**src/rtl/booth_pkg.sv**
```systemverilog
// Shared encodings for the sequential Booth multiplier: controller state codes and status-bit indices.
// The optional BOOTH_EARLY_TERM_EN build uses ST_FINISH and the EARLY status bit.
package booth_pkg;

  typedef enum logic [2:0] {
    ST_IDLE   = 3'd0,
    ST_CHOOSE = 3'd1,
    ST_ADD    = 3'd2,
    ST_SUB    = 3'd3,
    ST_SHIFT  = 3'd4,
    ST_FINISH = 3'd5,
    ST_DONE   = 3'd6
  } state_t;

  localparam int Q0       = 0;
  localparam int QM1      = 1;
  localparam int LAST     = 2;
  localparam int EARLY    = 3;
  localparam int STATUS_W = 4;

endpackage

```
**src/rtl/booth_ctrl.sv**
```systemverilog
// Controller FSM for the Booth multiplier; busy/done decode from the state register.
// With BOOTH_EARLY_TERM_EN defined, CHOOSE can jump to FINISH when only shifts remain.
module booth_ctrl
  import booth_pkg::*;
(
  input  logic                clk,
  input  logic                rstn,
  input  logic                start,
  input  logic [STATUS_W-1:0] status,
  output logic [2:0]          state,
  output logic                busy,
  output logic                done
);

  state_t state_q, state_d;

  always_ff @(posedge clk or negedge rstn) begin
    if (!rstn) state_q <= ST_IDLE;
    else       state_q <= state_d;
  end

  always_comb begin
    state_d = ST_IDLE;
    case (state_q)
      ST_IDLE:   state_d = start ? ST_CHOOSE : ST_IDLE;
      ST_CHOOSE: begin
        case ({status[Q0], status[QM1]})
          2'b10:   state_d = ST_SUB;
          2'b01:   state_d = ST_ADD;
          default: state_d = ST_SHIFT;
        endcase
`ifdef BOOTH_EARLY_TERM_EN
        if (status[EARLY]) state_d = ST_FINISH;
`endif
      end
      ST_ADD:    state_d = ST_SHIFT;
      ST_SUB:    state_d = ST_SHIFT;
      ST_SHIFT:  state_d = status[LAST] ? ST_DONE : ST_CHOOSE;
`ifdef BOOTH_EARLY_TERM_EN
      ST_FINISH: state_d = ST_DONE;
`endif
      ST_DONE:   state_d = ST_IDLE;
      default:   state_d = ST_IDLE;
    endcase
  end

`ifndef BOOTH_EARLY_TERM_EN
  logic unused_early;
  assign unused_early = status[EARLY];
`endif

  assign state = state_q;
  assign busy  = (state_q != ST_IDLE);
  assign done  = (state_q == ST_DONE);

endmodule

```
**src/rtl/booth_mult_seq.sv**
```systemverilog
// Sequential radix-2 Booth multiplier: A:Q:q-1 datapath on WIDTH+1 bits plus the booth_ctrl FSM.
// Optional feature macro: BOOTH_EARLY_TERM_EN (early exit through a one-cycle barrel shift).
module booth_mult_seq
  import booth_pkg::*;
#(
  parameter int WIDTH = 8
) (
  input  logic               clk,
  input  logic               rstn,
  input  logic               start,
  input  logic               is_signed,
  input  logic [WIDTH-1:0]   a_in,
  input  logic [WIDTH-1:0]   b_in,
  output logic               busy,
  output logic               done,
  output logic [2*WIDTH-1:0] product
);

  localparam int N     = WIDTH + 1;
  localparam int CNT_W = $clog2(N + 1);

  logic [2:0]          ctrl_state;
  state_t              state;
  logic [STATUS_W-1:0] status;
  logic                early;

  logic [N-1:0]         m_q, m_d, a_q, a_d, q_q, q_d;
  logic                 qm1_q, qm1_d;
  logic [CNT_W-1:0]     cnt_q, cnt_d;
  logic [2*WIDTH-1:0]   product_q, product_d;
  logic [N-1:0]         a_ext, b_ext;

  // One extra bit lets unsigned operands run through the signed algorithm unchanged.
  assign a_ext = {is_signed & a_in[WIDTH-1], a_in};
  assign b_ext = {is_signed & b_in[WIDTH-1], b_in};

`ifdef BOOTH_EARLY_TERM_EN
  logic [N-1:0]            rem_mask;
  logic [CNT_W-1:0]        shamt;
  logic signed [2*N-1:0]   aq_shr;

  // Low N-cnt bits of Q are the multiplier bits not yet consumed.
  assign rem_mask = {N{1'b1}} >> cnt_q;
  assign early    = (((q_q & rem_mask) == '0) && !qm1_q) ||
                    (((q_q | ~rem_mask) == {N{1'b1}}) && qm1_q);
  assign shamt    = CNT_W'(N) - cnt_q;
  assign aq_shr   = $signed({a_q, q_q}) >>> shamt;
`else
  assign early = 1'b0;
`endif

  assign status[Q0]    = q_q[0];
  assign status[QM1]   = qm1_q;
  assign status[LAST]  = (cnt_q == CNT_W'(N - 1));
  assign status[EARLY] = early;

  booth_ctrl u_ctrl (
    .clk    (clk),
    .rstn   (rstn),
    .start  (start),
    .status (status),
    .state  (ctrl_state),
    .busy   (busy),
    .done   (done)
  );

  assign state = state_t'(ctrl_state);

  always_comb begin
    m_d       = m_q;
    a_d       = a_q;
    q_d       = q_q;
    qm1_d     = qm1_q;
    cnt_d     = cnt_q;
    product_d = product_q;
    case (state)
      ST_IDLE: begin
        if (start) begin
          m_d   = a_ext;
          q_d   = b_ext;
          a_d   = '0;
          qm1_d = 1'b0;
          cnt_d = '0;
        end
      end
      ST_ADD: a_d = a_q + m_q;
      ST_SUB: a_d = a_q - m_q;
      ST_SHIFT: begin
        {a_d, q_d, qm1_d} = {a_q[N-1], a_q, q_q};
        cnt_d = cnt_q + CNT_W'(1);
        // The top two bits of A only carry sign extension of the 2*WIDTH-bit result.
        if (status[LAST]) product_d = {a_d[N-3:0], q_d};
      end
`ifdef BOOTH_EARLY_TERM_EN
      ST_FINISH: begin
        {a_d, q_d} = aq_shr;
        cnt_d      = CNT_W'(N);
        product_d  = {a_d[N-3:0], q_d};
      end
`endif
      default: ;
    endcase
  end

  always_ff @(posedge clk or negedge rstn) begin
    if (!rstn) begin
      m_q       <= '0;
      a_q       <= '0;
      q_q       <= '0;
      qm1_q     <= 1'b0;
      cnt_q     <= '0;
      product_q <= '0;
    end else begin
      m_q       <= m_d;
      a_q       <= a_d;
      q_q       <= q_d;
      qm1_q     <= qm1_d;
      cnt_q     <= cnt_d;
      product_q <= product_d;
    end
  end

  assign product = product_q;

endmodule

```
**config.mk**
```make
export PLATFORM = sky130hd
export DESIGN_NAME = booth_mult_seq
export DESIGN_NICKNAME = d
export VERILOG_FILES = /design/src/rtl/booth_pkg.sv /design/src/rtl/booth_ctrl.sv /design/src/rtl/booth_mult_seq.sv
export SDC_FILE = /design/constraint.sdc
export NUM_CORES = 1
export LEC_CHECK = 0
export CAP_MARGIN = 20
export CORE_MARGIN = 1.5
export CORE_UTILIZATION = 35
export CTS_CLUSTER_DIAMETER = 80
export DETAILED_ROUTE_END_ITERATION = 8
export PLACE_DENSITY = 0.58
export SYNTH_ARGS = -nofsm -noshare
export SYNTH_HDL_FRONTEND = slang
export SYNTH_HIERARCHICAL = 1
export SYNTH_SLANG_ARGS = --single-unit
export TNS_END_PERCENT = 100
```
**constraint.sdc**
```tcl
create_clock -name clk -period 3 [get_ports clk]
set_clock_uncertainty 0.2 [all_clocks]
set_input_delay 0.75 -clock clk [delete_from_list [all_inputs] [get_ports clk]]
set_output_delay 0.75 -clock clk [all_outputs]
set_load 0.01 [all_outputs]
```
==> results.py <==
metrics = {
    "run_status": {
        "outcome": "completed",
    },
    "placement": {
        "portBuffers": 37,
        "place.gp.congestion": 0.788,
        "hpwl_um": 3950,
        "pre_cts_ws_ps": 185,
    },
    "cts": {
        "hold_buffers": 0,
        "cts_buffer_depth": 2,
        "cts.repair.resized": 0,
        "path_clk_slew_ps": 100,
        "cts_tree": "done",
        "cts_buffers": 5,
        "post-cts-setup-buffers": 0,
        "htree_levels": 2,
        "insertion_delay_ps": 310,
        "numClockSinks": 51,
        "cts_root_buf": "clkbuf_8",
    },
    "grt": {
        "grt_use_total_pct": 14.2,
        "antenna_found_initial": 0,
        "grt.overflow.total": 0,
        "grt_pass1_wl_um": 9390,
        "grt_pass1_vias": 2011,
        "grt_max_degree": 28,
    },
    "route": {
        "routedWlPerCell_um": 13.6,
        "drt-total-wl_um": 5360,
        "vias": 1937,
        "firstDrtPassIters": 4,
        "vias_per_cell": 4.93,
        "route.met3.wl_um": 170,
        "highest_layer": "met4",
        "wl_met1_um": 2730,
        "drcViolationCount": 0,
        "drtAntennaViolNets": 0,
        "wl_met2_um": 2380,
        "drt_iter0_drc": 59,
    },
    "pwr": {
        "power.density_nw_per_um2": 1060,
        "p_leak_uw": 0.00147,
        "peakVddDrop_v": 0.000407,
    },
    "sta": {
        "hold_viol_final": 0,
        "finalWorstSetupSlack_ps": 225,
        "tightest_slew_ps": 619,
        "relSlewSlack_pct": 58.8,
        "period_share_pct": 92.5,
        "tns_ps": 0,
        "rsz0062_at_grt": "no",
        "setup_violations": 0,
        "final_max_slew_viol_count": 0,
        "fin_crit_ps": 2770,
        "fmax_ghz": 0.360,
    },
    "cells_and_area": {
        "most-common-layout-cells": "dfrtp_1, clkdlybuf4s50_1, o21ai_0",
        "multiInputGateArea_um2": 1320,
        "diodes": 0,
        "drive_above_1_share_pct": 16.7,
        "nNetsFinal": 326,
        "n_fill_cell": 711,
        "seq_area_um2": 1280,
        "final_common_cell": "dfrtp_1",
        "area_growth_pct": 24.7,
    },
    "synth": {
        "ys.warnings.count": 6,
        "syn_nets": 280,
        "syn_avg_cell_area_um2": 10.8,
        "netlist_area_um2": 2670,
        "syn-instance-count": 247,
    },
    "die": {
        "die_h_um": 90.4,
        "die-area_um2": 8170,
        "fp.dieW_um": 90.4,
        "rows": 31,
        "start_util_pct": 36.4,
        "core_um2": 7330,
        "io_pins": 38,
    },
    "worst_setup_path": {
        "endpoint_kind": "flop",
        "critical_path_class": "flop to flop",
        "cp.required_ps": 3040,
        "startpoint_type": "flop",
        "path_max_fanout": 7,
        "rr_worst_depth": 11,
        "crit_arrival_ps": 2820,
    },
    "run": {
        "cap_violations": 0,
    },
    "min_path": {
        "hold_path.class": "input port to async pin",
    },
}
==> stage by stage <==
stage	power, uW	util [%]	cells	instance area, um^2	hold WS [ps]
finish	3520	45.4	393	3330	238
CTS	3550	45.3	393	3320	252
global placement	3010	43.7	385	3200	284
global route	3840	45.4	393	3330	266
detailed placement	3040	43.7	385	3200	290
floorplan	2450	-	247	2670	254
==> final cells by class <==
| class | count | share of cell area, % |
|---|---|---|
| Tap cell | 99 | 3.72 |
| Clock buffer | 5 | 2.07 |
| Sequential cell | 51 | 38.3 |
| Inverter | 14 | 1.58 |
| Clock inverter | 3 | 1.43 |
| Multi-Input combinational cell | 175 | 39.5 |
| Timing Repair Buffer | 46 | 13.4 |
==> path summary, 6_finish.rpt <==
path,from,end,slack [ps]
setup / recovery,u_ctrl/state[2],a_q[8],230
hold / removal,rstn,cnt_q[0],240
setup reg to reg,u_ctrl/state[2],a_q[8],230
hold reg to reg,q_q[6],q_q[6],310
max in group asynchronous,rstn,a_q[3],1800
min in group clk,q_q[6],q_q[6],310
==> registers in the layout, summed over array words and instances, names as in the netlist <==
signal        flops
qm1_q             1
u_ctrl/state      3
m_q               9
q_q               9
cnt_q             4
product          16
a_q               9
==> metal layers <==
metal | track usage [%] | vias up
met5 | 0 | -
met4 | 5.16 | 0
met3 | 2.61 | 9
met2 | 22.9 | 38
met1 | 19.1 | 920
li1 | - | 970
==> where the power goes <==
group / total, uW / switching [uW] / internal (uW)
Clock: 499 / 246 / 253
Sequential: 1180 / 222 / 954
Combinational: 1840 / 942 / 900
Total: 3520 / 1410 / 2110
==> worst max-delay path, cell delays in order (launching register included) <==
cell and delay [ps]:
dfrtp_1 410, nor2b_4 190, nand2_1 150, nand2_1 90
o21ai_0 150, fa_1 430, and2b_1 240, o31a_1 150
o21ai_0 110, a21o_1 220, a211o_1 290, nand3_1 80
Power figures use the tool's default switching activity.
